$ cat src/rtl/wb_stage_if.sv
// MEM-to-WB handoff: transfer strobe, result/exception bundles and the WB accept signal.
// Shared by the memory stage (master) and the write-back stage (slave).
interface wb_stage_if #(
    parameter int EX_W = 87,
    parameter int WB_W = 103
);
    logic              MEM_to_WB;
    logic [WB_W-1:0]   MEM_to_WB_zip;
    logic [EX_W+31:0]  MEM_except_zip;
    logic              WB_allowin;

    modport master (
        output MEM_to_WB,
        output MEM_to_WB_zip,
        output MEM_except_zip,
        input  WB_allowin
    );

    modport slave (
        input  MEM_to_WB,
        input  MEM_to_WB_zip,
        input  MEM_except_zip,
        output WB_allowin
    );
endinterface

$ cat src/rtl/wb_stage.sv
// Write-back stage: latches MEM results and commits RF/CSR writes, exceptions and ERTN in one cycle.
// Define WB_DEBUG_TRACE_EN to expose the debug_wb_* commit trace ports.
module wb_stage #(
    parameter int EX_W = 87,
    parameter int WB_W = 103
) (
    input  logic        clk,
    input  logic        resetn,
    wb_stage_if.slave   mem_wb,
    output logic        rf_we,
    output logic [4:0]  rf_waddr,
    output logic [31:0] rf_wdata,
    output logic [13:0] csr_num,
    input  logic [31:0] csr_rvalue,
    output logic        csr_we,
    output logic [31:0] csr_wmask,
    output logic [31:0] csr_wvalue,
    output logic        ex_commit,
    output logic [5:0]  ex_ecode,
    output logic [31:0] ex_era,
    output logic        ex_badv_we,
    output logic [31:0] ex_badv,
    output logic        ertn_commit,
    input  logic [31:0] ex_entry,
    input  logic [31:0] era_value,
    output logic        flush,
    output logic [31:0] flush_target,
    output logic        back_valid,
    output logic [4:0]  back_addr,
    output logic [31:0] back_data,
`ifdef WB_DEBUG_TRACE_EN
    output logic [31:0] debug_wb_pc,
    output logic [3:0]  debug_wb_rf_we,
    output logic [4:0]  debug_wb_rf_wnum,
    output logic [31:0] debug_wb_rf_wdata,
`endif
    output logic        WB_is_csr
);

    logic [WB_W-1:0]  result_q, result_d;
    logic [EX_W+31:0] except_q, except_d;
    logic             busy_q, busy_d;

    always_comb begin
        result_d = result_q;
        except_d = except_q;
        busy_d   = mem_wb.MEM_to_WB;
        if (mem_wb.MEM_to_WB) begin
            result_d = mem_wb.MEM_to_WB_zip;
            except_d = mem_wb.MEM_except_zip;
        end
    end

    always_ff @(posedge clk or negedge resetn) begin
        if (!resetn) begin
            result_q <= '0;
            except_q <= '0;
            busy_q   <= 1'b0;
        end else begin
            result_q <= result_d;
            except_q <= except_d;
            busy_q   <= busy_d;
        end
    end

    logic              zip_valid;
    logic [31:0]       pc;
    logic              gr_we;
    logic [4:0]        zip_waddr;
    logic [31:0]       zip_wdata;
    logic [EX_W-1:0]   ex_zip;
    logic [31:0]       badv_addr;
    logic              unused_ir;

    assign zip_valid = result_q[102];
    assign pc        = result_q[101:70];
    assign gr_we     = result_q[37];
    assign zip_waddr = result_q[36:32];
    assign zip_wdata = result_q[31:0];
    assign unused_ir = ^result_q[69:38];
    assign ex_zip    = except_q[EX_W+31:32];
    assign badv_addr = except_q[31:0];

    logic ale, adef, syscall, brk, ine, intr, ertn, csr_we_bit, csr_re;
    assign ale        = ex_zip[0];
    assign adef       = ex_zip[1];
    assign syscall    = ex_zip[2];
    assign brk        = ex_zip[3];
    assign ine        = ex_zip[4];
    assign intr       = ex_zip[5];
    assign ertn       = ex_zip[6];
    assign csr_we_bit = ex_zip[7];
    assign csr_re     = ex_zip[86];

    logic valid, exc, sel_adef, sel_ale;
    logic [5:0] ecode;

    assign valid = busy_q & zip_valid;
    assign exc   = valid & (intr | adef | ine | syscall | brk | ale);

    // Priority: int > adef > ine > syscall > break > ale
    always_comb begin
        ecode    = 6'h00;
        sel_adef = 1'b0;
        sel_ale  = 1'b0;
        if (intr) begin
            ecode = 6'h00;
        end else if (adef) begin
            ecode    = 6'h08;
            sel_adef = 1'b1;
        end else if (ine) begin
            ecode = 6'h0D;
        end else if (syscall) begin
            ecode = 6'h0B;
        end else if (brk) begin
            ecode = 6'h0C;
        end else if (ale) begin
            ecode   = 6'h09;
            sel_ale = 1'b1;
        end
    end

    assign mem_wb.WB_allowin = 1'b1;

    assign ex_commit   = exc;
    assign ex_ecode    = exc ? ecode : 6'h00;
    assign ex_era      = pc;
    assign ex_badv_we  = exc & (sel_adef | sel_ale);
    assign ex_badv     = sel_adef ? pc : badv_addr;
    assign ertn_commit = valid & ertn & ~exc;

    assign flush        = ex_commit | ertn_commit;
    assign flush_target = ex_commit ? ex_entry : era_value;

    assign rf_we    = valid & gr_we & ~exc;
    assign rf_waddr = zip_waddr;
    assign rf_wdata = csr_re ? csr_rvalue : zip_wdata;

    assign csr_we     = valid & csr_we_bit & ~exc;
    assign csr_num    = ex_zip[21:8];
    assign csr_wmask  = ex_zip[53:22];
    assign csr_wvalue = ex_zip[85:54];

    assign back_valid = rf_we;
    assign back_addr  = rf_waddr;
    assign back_data  = rf_wdata;
    assign WB_is_csr  = valid & (csr_re | csr_we_bit | ertn);

`ifdef WB_DEBUG_TRACE_EN
    assign debug_wb_pc       = pc;
    assign debug_wb_rf_we    = {4{rf_we}};
    assign debug_wb_rf_wnum  = rf_waddr;
    assign debug_wb_rf_wdata = rf_wdata;
`endif

endmodule
$ cat src/flat_wrapper.sv
// flat-port wrapper written by rule: the top's interface ports become plain ports
module wb_stage_flat 
#(
    parameter int EX_W = 87,
    parameter int WB_W = 103
)
  (clk, resetn, rf_we, rf_waddr, rf_wdata, csr_num, csr_rvalue, csr_we, csr_wmask, csr_wvalue, ex_commit, ex_ecode, ex_era, ex_badv_we, ex_badv, ertn_commit, ex_entry, era_value, flush, flush_target, back_valid, back_addr, back_data, WB_is_csr, mem_wb_MEM_to_WB, mem_wb_MEM_to_WB_zip, mem_wb_MEM_except_zip, mem_wb_WB_allowin);
  wb_stage_if #(.EX_W(EX_W), .WB_W(WB_W)) mem_wb_i ();
  input  logic clk;
  input  logic resetn;
  output logic rf_we;
  output logic [4:0] rf_waddr;
  output logic [31:0] rf_wdata;
  output logic [13:0] csr_num;
  input  logic [31:0] csr_rvalue;
  output logic csr_we;
  output logic [31:0] csr_wmask;
  output logic [31:0] csr_wvalue;
  output logic ex_commit;
  output logic [5:0] ex_ecode;
  output logic [31:0] ex_era;
  output logic ex_badv_we;
  output logic [31:0] ex_badv;
  output logic ertn_commit;
  input  logic [31:0] ex_entry;
  input  logic [31:0] era_value;
  output logic flush;
  output logic [31:0] flush_target;
  output logic back_valid;
  output logic [4:0] back_addr;
  output logic [31:0] back_data;
  output logic WB_is_csr;
  input wire logic [$bits(mem_wb_i.MEM_to_WB)-1:0] mem_wb_MEM_to_WB;
  input wire logic [$bits(mem_wb_i.MEM_to_WB_zip)-1:0] mem_wb_MEM_to_WB_zip;
  input wire logic [$bits(mem_wb_i.MEM_except_zip)-1:0] mem_wb_MEM_except_zip;
  output wire logic [$bits(mem_wb_i.WB_allowin)-1:0] mem_wb_WB_allowin;
  assign mem_wb_i.MEM_to_WB = mem_wb_MEM_to_WB;
  assign mem_wb_i.MEM_to_WB_zip = mem_wb_MEM_to_WB_zip;
  assign mem_wb_i.MEM_except_zip = mem_wb_MEM_except_zip;
  assign mem_wb_WB_allowin = mem_wb_i.WB_allowin;
  wb_stage #(.EX_W(EX_W), .WB_W(WB_W)) u_core (.clk(clk), .resetn(resetn), .mem_wb(mem_wb_i), .rf_we(rf_we), .rf_waddr(rf_waddr), .rf_wdata(rf_wdata), .csr_num(csr_num), .csr_rvalue(csr_rvalue), .csr_we(csr_we), .csr_wmask(csr_wmask), .csr_wvalue(csr_wvalue), .ex_commit(ex_commit), .ex_ecode(ex_ecode), .ex_era(ex_era), .ex_badv_we(ex_badv_we), .ex_badv(ex_badv), .ertn_commit(ertn_commit), .ex_entry(ex_entry), .era_value(era_value), .flush(flush), .flush_target(flush_target), .back_valid(back_valid), .back_addr(back_addr), .back_data(back_data), .WB_is_csr(WB_is_csr));
endmodule
$ cat config.mk
export PLATFORM = sky130hd
export DESIGN_NAME = wb_stage_flat
export DESIGN_NICKNAME = d
export VERILOG_FILES = /design/src/rtl/wb_stage_if.sv /design/src/rtl/wb_stage.sv /design/src/flat_wrapper.sv
export SDC_FILE = /design/constraint.sdc
export NUM_CORES = 1
export LEC_CHECK = 0
export CAP_MARGIN = 30
export CORE_AREA = 2 2 224 226
export DETAILED_ROUTE_END_ITERATION = 10
export DIE_AREA = 0 0 226 228
export PLACE_DENSITY = 0.45
export SLEW_MARGIN = 40
export SYNTH_ARGS = -nofsm -noshare
export SYNTH_HDL_FRONTEND = slang
export SYNTH_SLANG_ARGS = --single-unit
$ cat constraint.sdc
create_clock -name clk -period 1.9 [get_ports clk]
set_input_delay 0.38 -clock clk [delete_from_list [all_inputs] [get_ports clk]]
set_output_delay 0.38 -clock clk [all_outputs]
set_load 0.02 [all_outputs]
==> results.sh <==
export IMPL_yosysSeqAreaShare_pct=49.5
export IMPL_synth_distinct_cells=26
export IMPL_finalSetupViolCount=140
export IMPL_grt_max_degree=36
export IMPL_r2r_cells=5
export IMPL_status="complete, but fails checks"
export IMPL_syn_inst=695
export IMPL_ys_top_cells_by_area="dfrtp_1 50%, mux2_2 30%, buf_4 12%"
export IMPL_rows=82
export IMPL_violations="negative setup slack"
export IMPL_ioPinCount=584
export IMPL_grtUsageTotal_pct=13.6
export IMPL_p_leak_nw=7.30
export IMPL_cts_sinks=191
export IMPL_cts_tree="yes"
export IMPL_p_total_w=0.0127
export IMPL_combPwrFrac_pct=35.5
export IMPL_maxSlewViolCount=0
export IMPL_drive_gt1_share_pct=47.6
export IMPL_grt_pass1_wl_mm=50.3
export IMPL_clock_path_buffers=2
export IMPL_power_switching_w=0.00391
export IMPL_port_buffers=548
export IMPL_yosysWarnings=0
export IMPL_switching_share_pct=30.8
export IMPL_synth_largest_area_cell="dfrtp_1"
export IMPL_fin_util_pct=33.7
export IMPL_period_share_pct=127
export IMPL_min_period_ps=2410
export IMPL_cts_root_buffer_cell="clkbuf_16"
export IMPL_cap_violations=0
export IMPL_ir_worst_vdd_mv=0.388
export IMPL_cp_buffers_inverters=3
export IMPL_crit_required_ps=1520
export IMPL_cp_end_kind="output port"
export IMPL_skew_ps=0
export IMPL_wirelength_mm=35.7
export IMPL_grt_overflow_total=0
export IMPL_synth_avg_cell_area_um2=13.9
export IMPL_seqPwrFrac_pct=37.1
export IMPL_synth_seq_cells=191
export IMPL_drt_iter0_markers=166
export IMPL_timing_fmax_mhz=414
export IMPL_cp_start_kind="flip-flop"
export IMPL_rsz0062_at_grt="true"
export IMPL_die_h_um=228
export IMPL_die_area_mm2=0.0515
export IMPL_route_detailed_drc=0
export IMPL_first_pass_iters=4
export IMPL_dp_cells=1772
export IMPL_viasPerCell=3.74
export IMPL_slowest_delay_ps=420
export IMPL_dpl_cell_area_mm2=0.0151
export IMPL_p_per_area_mw_per_mm2=762
export IMPL_syn2layout_area_growth_pct=72.5
export IMPL_clk_pin_slew_ps=80
export IMPL_ant_nets=0
export IMPL_start_util_pct=19.6
export IMPL_gp_congestion=0.789
export IMPL_fill_cells=4969
export IMPL_worst_path_max_delay_cell="dfrtp_1"
export IMPL_fin_cells=1848
export IMPL_worstPathArrival_ps=2030
export IMPL_wl_per_cell_um=19.3
export IMPL_path_depth=6
export IMPL_vias=6912
export IMPL_syn_area_mm2=0.00965
export IMPL_cp_max_fo=11
export IMPL_finalHoldViolCount=0
export IMPL_layout_commonest_cell="clkdlybuf4s50_1"
export IMPL_internal_power_w=0.00877
export IMPL_h_tree_depth=4
export IMPL_antenna_found_initial=7
export IMPL_grt_pass1_vias=7354
export IMPL_numCtsBuffers=17
export IMPL_crit_type="flip-flop to output port"
export IMPL_clockPowerShare_pct=27.4
export IMPL_fp_coreArea_mm2=0.0493
export IMPL_dp_hpwl_mm=26.8
export IMPL_path_delay_family="buffers and inverters"
export IMPL_synthDominantCellAreaShare_pct=49.5
export IMPL_hold_path_class="input pin to async pin"
export IMPL_crit_path_cell_trace="nor3_4, a21oi_4, buf_12, buf_4, mux2_4, buf_2"
export IMPL_final_cell_mix="343 x clkdlybuf4s50_1, 196 x mux2_2, 190 x dfrtp_1"
export IMPL_pre_cts_ws_ps=-334
export IMPL_die_w_um=226
export IMPL_clk_latency_ps=480
export IMPL_layout_setup_ws_ps=-513
export IMPL_fin_nets=1482
export IMPL_final_area_mm2=0.0166
worst reg2reg max path, cell delays in order, from the launching register on:
cell and delay, ps:
dfrtp_2 460, buf_12 160, buf_16 140, buf_6 120
buf_4 130, mux2_2 250
metal layers:
metal	part of all wire [%]	GRT usage, %	vias up
met5	0.20	0	-
met1	35	13.6	3408
li1	-	-	3171
met2	53	25.2	284
met4	1.9	4.70	10
met3	9.2	5.56	39
cell families (layout without fill, tap and decap cells):
group	after synthesis	in the layout	share of synthesized area, %
flip-flops	191	191	49.5
other	2	5	0.0778
buffers and inverters	190	668	14.3
AND/OR/NAND/NOR	21	21	1.28
AO/OA/AOI/OAI	7	7	0.506
multiplexers	284	284	34.3
flip-flops by register name, indices dropped and copies added (netlist names):
register and cells:
u_core.except_q 119, u_core.result_q 71, u_core.busy_q 1
synth_stat cells:
| master | instances |
|---|---|
| mux2_4 | 29 |
| nor3_4 | 1 |
| nor2_1 | 4 |
| nor3_2 | 1 |
| a21oi_4 | 1 |
| o21ai_0 | 2 |
| nor2b_1 | 1 |
| a211oi_1 | 1 |
| clkbuf_1 | 2 |
| nor3_1 | 4 |
| buf_12 | 3 |
| buf_4 | 156 |
| inv_1 | 2 |
| nand2b_1 | 1 |
| and3_1 | 3 |
| buf_2 | 26 |
| nand2_1 | 3 |
| dfrtp_1 | 191 |
| mux2_2 | 253 |
| and2_2 | 1 |
| a21oi_1 | 3 |
| and2_1 | 1 |
| clkbuf_2 | 1 |
| or3_1 | 1 |
| conb_1 | 2 |
| mux2_1 | 2 |
stage by stage:
stage,setup TNS [ps],hold WS [ps]
floorplan,0,84.4
global placement,-23110,345
detailed placement,-23240,345
CTS,-56560,347
global route,-54240,387
finish,-41960,380
layout make-up:
| class | instances | area, µm² | share of cell area, % |
|---|---|---|---|
| diodes | 2 | 5.00 | 0.0301 |
| clock buffers | 21 | 450 | 2.71 |
| clock inverters | 11 | 80.1 | 0.481 |
| inverters | 2 | 7.51 | 0.0451 |
| multi-input cells | 315 | 3810 | 22.9 |
| flip-flops and latches | 191 | 4780 | 28.7 |
| well taps | 672 | 841 | 5.05 |
| repair buffers | 634 | 6670 | 40.0 |
power groups by stage:
stage,Clock (W),Sequential [W],Combinational [W]
3_5_place_dp,0,0.00478,0.00410
3_3_place_gp,0,0.00477,0.00410
5_1_grt,0.00380,0.00477,0.00473
6_report,0.00347,0.00471,0.00450
4_1_cts,0.00368,0.00471,0.00426
2_1_floorplan,0,0.00471,0.00229
path summary, 6_finish.rpt:
kind,startpoint,end,slack (ps)
min in group clk,mem_wb_MEM_to_WB,u_core.except_q[34]$_DFFE_PN0P_,400
max in group asynchronous,resetn,u_core.except_q[56]$_DFFE_PN0P_,940
min reg2reg,u_core.except_q[99]$_DFFE_PN0P_,u_core.except_q[99]$_DFFE_PN0P_,500
min,resetn,u_core.except_q[4]$_DFFE_PN0P_,380
max reg2reg,u_core.except_q[118]$_DFFE_PN0P_,u_core.except_q[118]$_DFFE_PN0P_,540
max,u_core.except_q[35]$_DFFE_PN0P_,flush_target[12],-510
repair_timing:
action | in CTS | in global routing
resized for setup | 683 | 222
buffers inserted | 31 | 8
endpoints found under the hold margin | 26 | 0
hold buffers | 1 | 0
setup endpoints to repair | 188 | 154
cloned | 4 | 1
pin swaps | 2 | 5
Note: power is estimated with default switching activity, not from simulation.
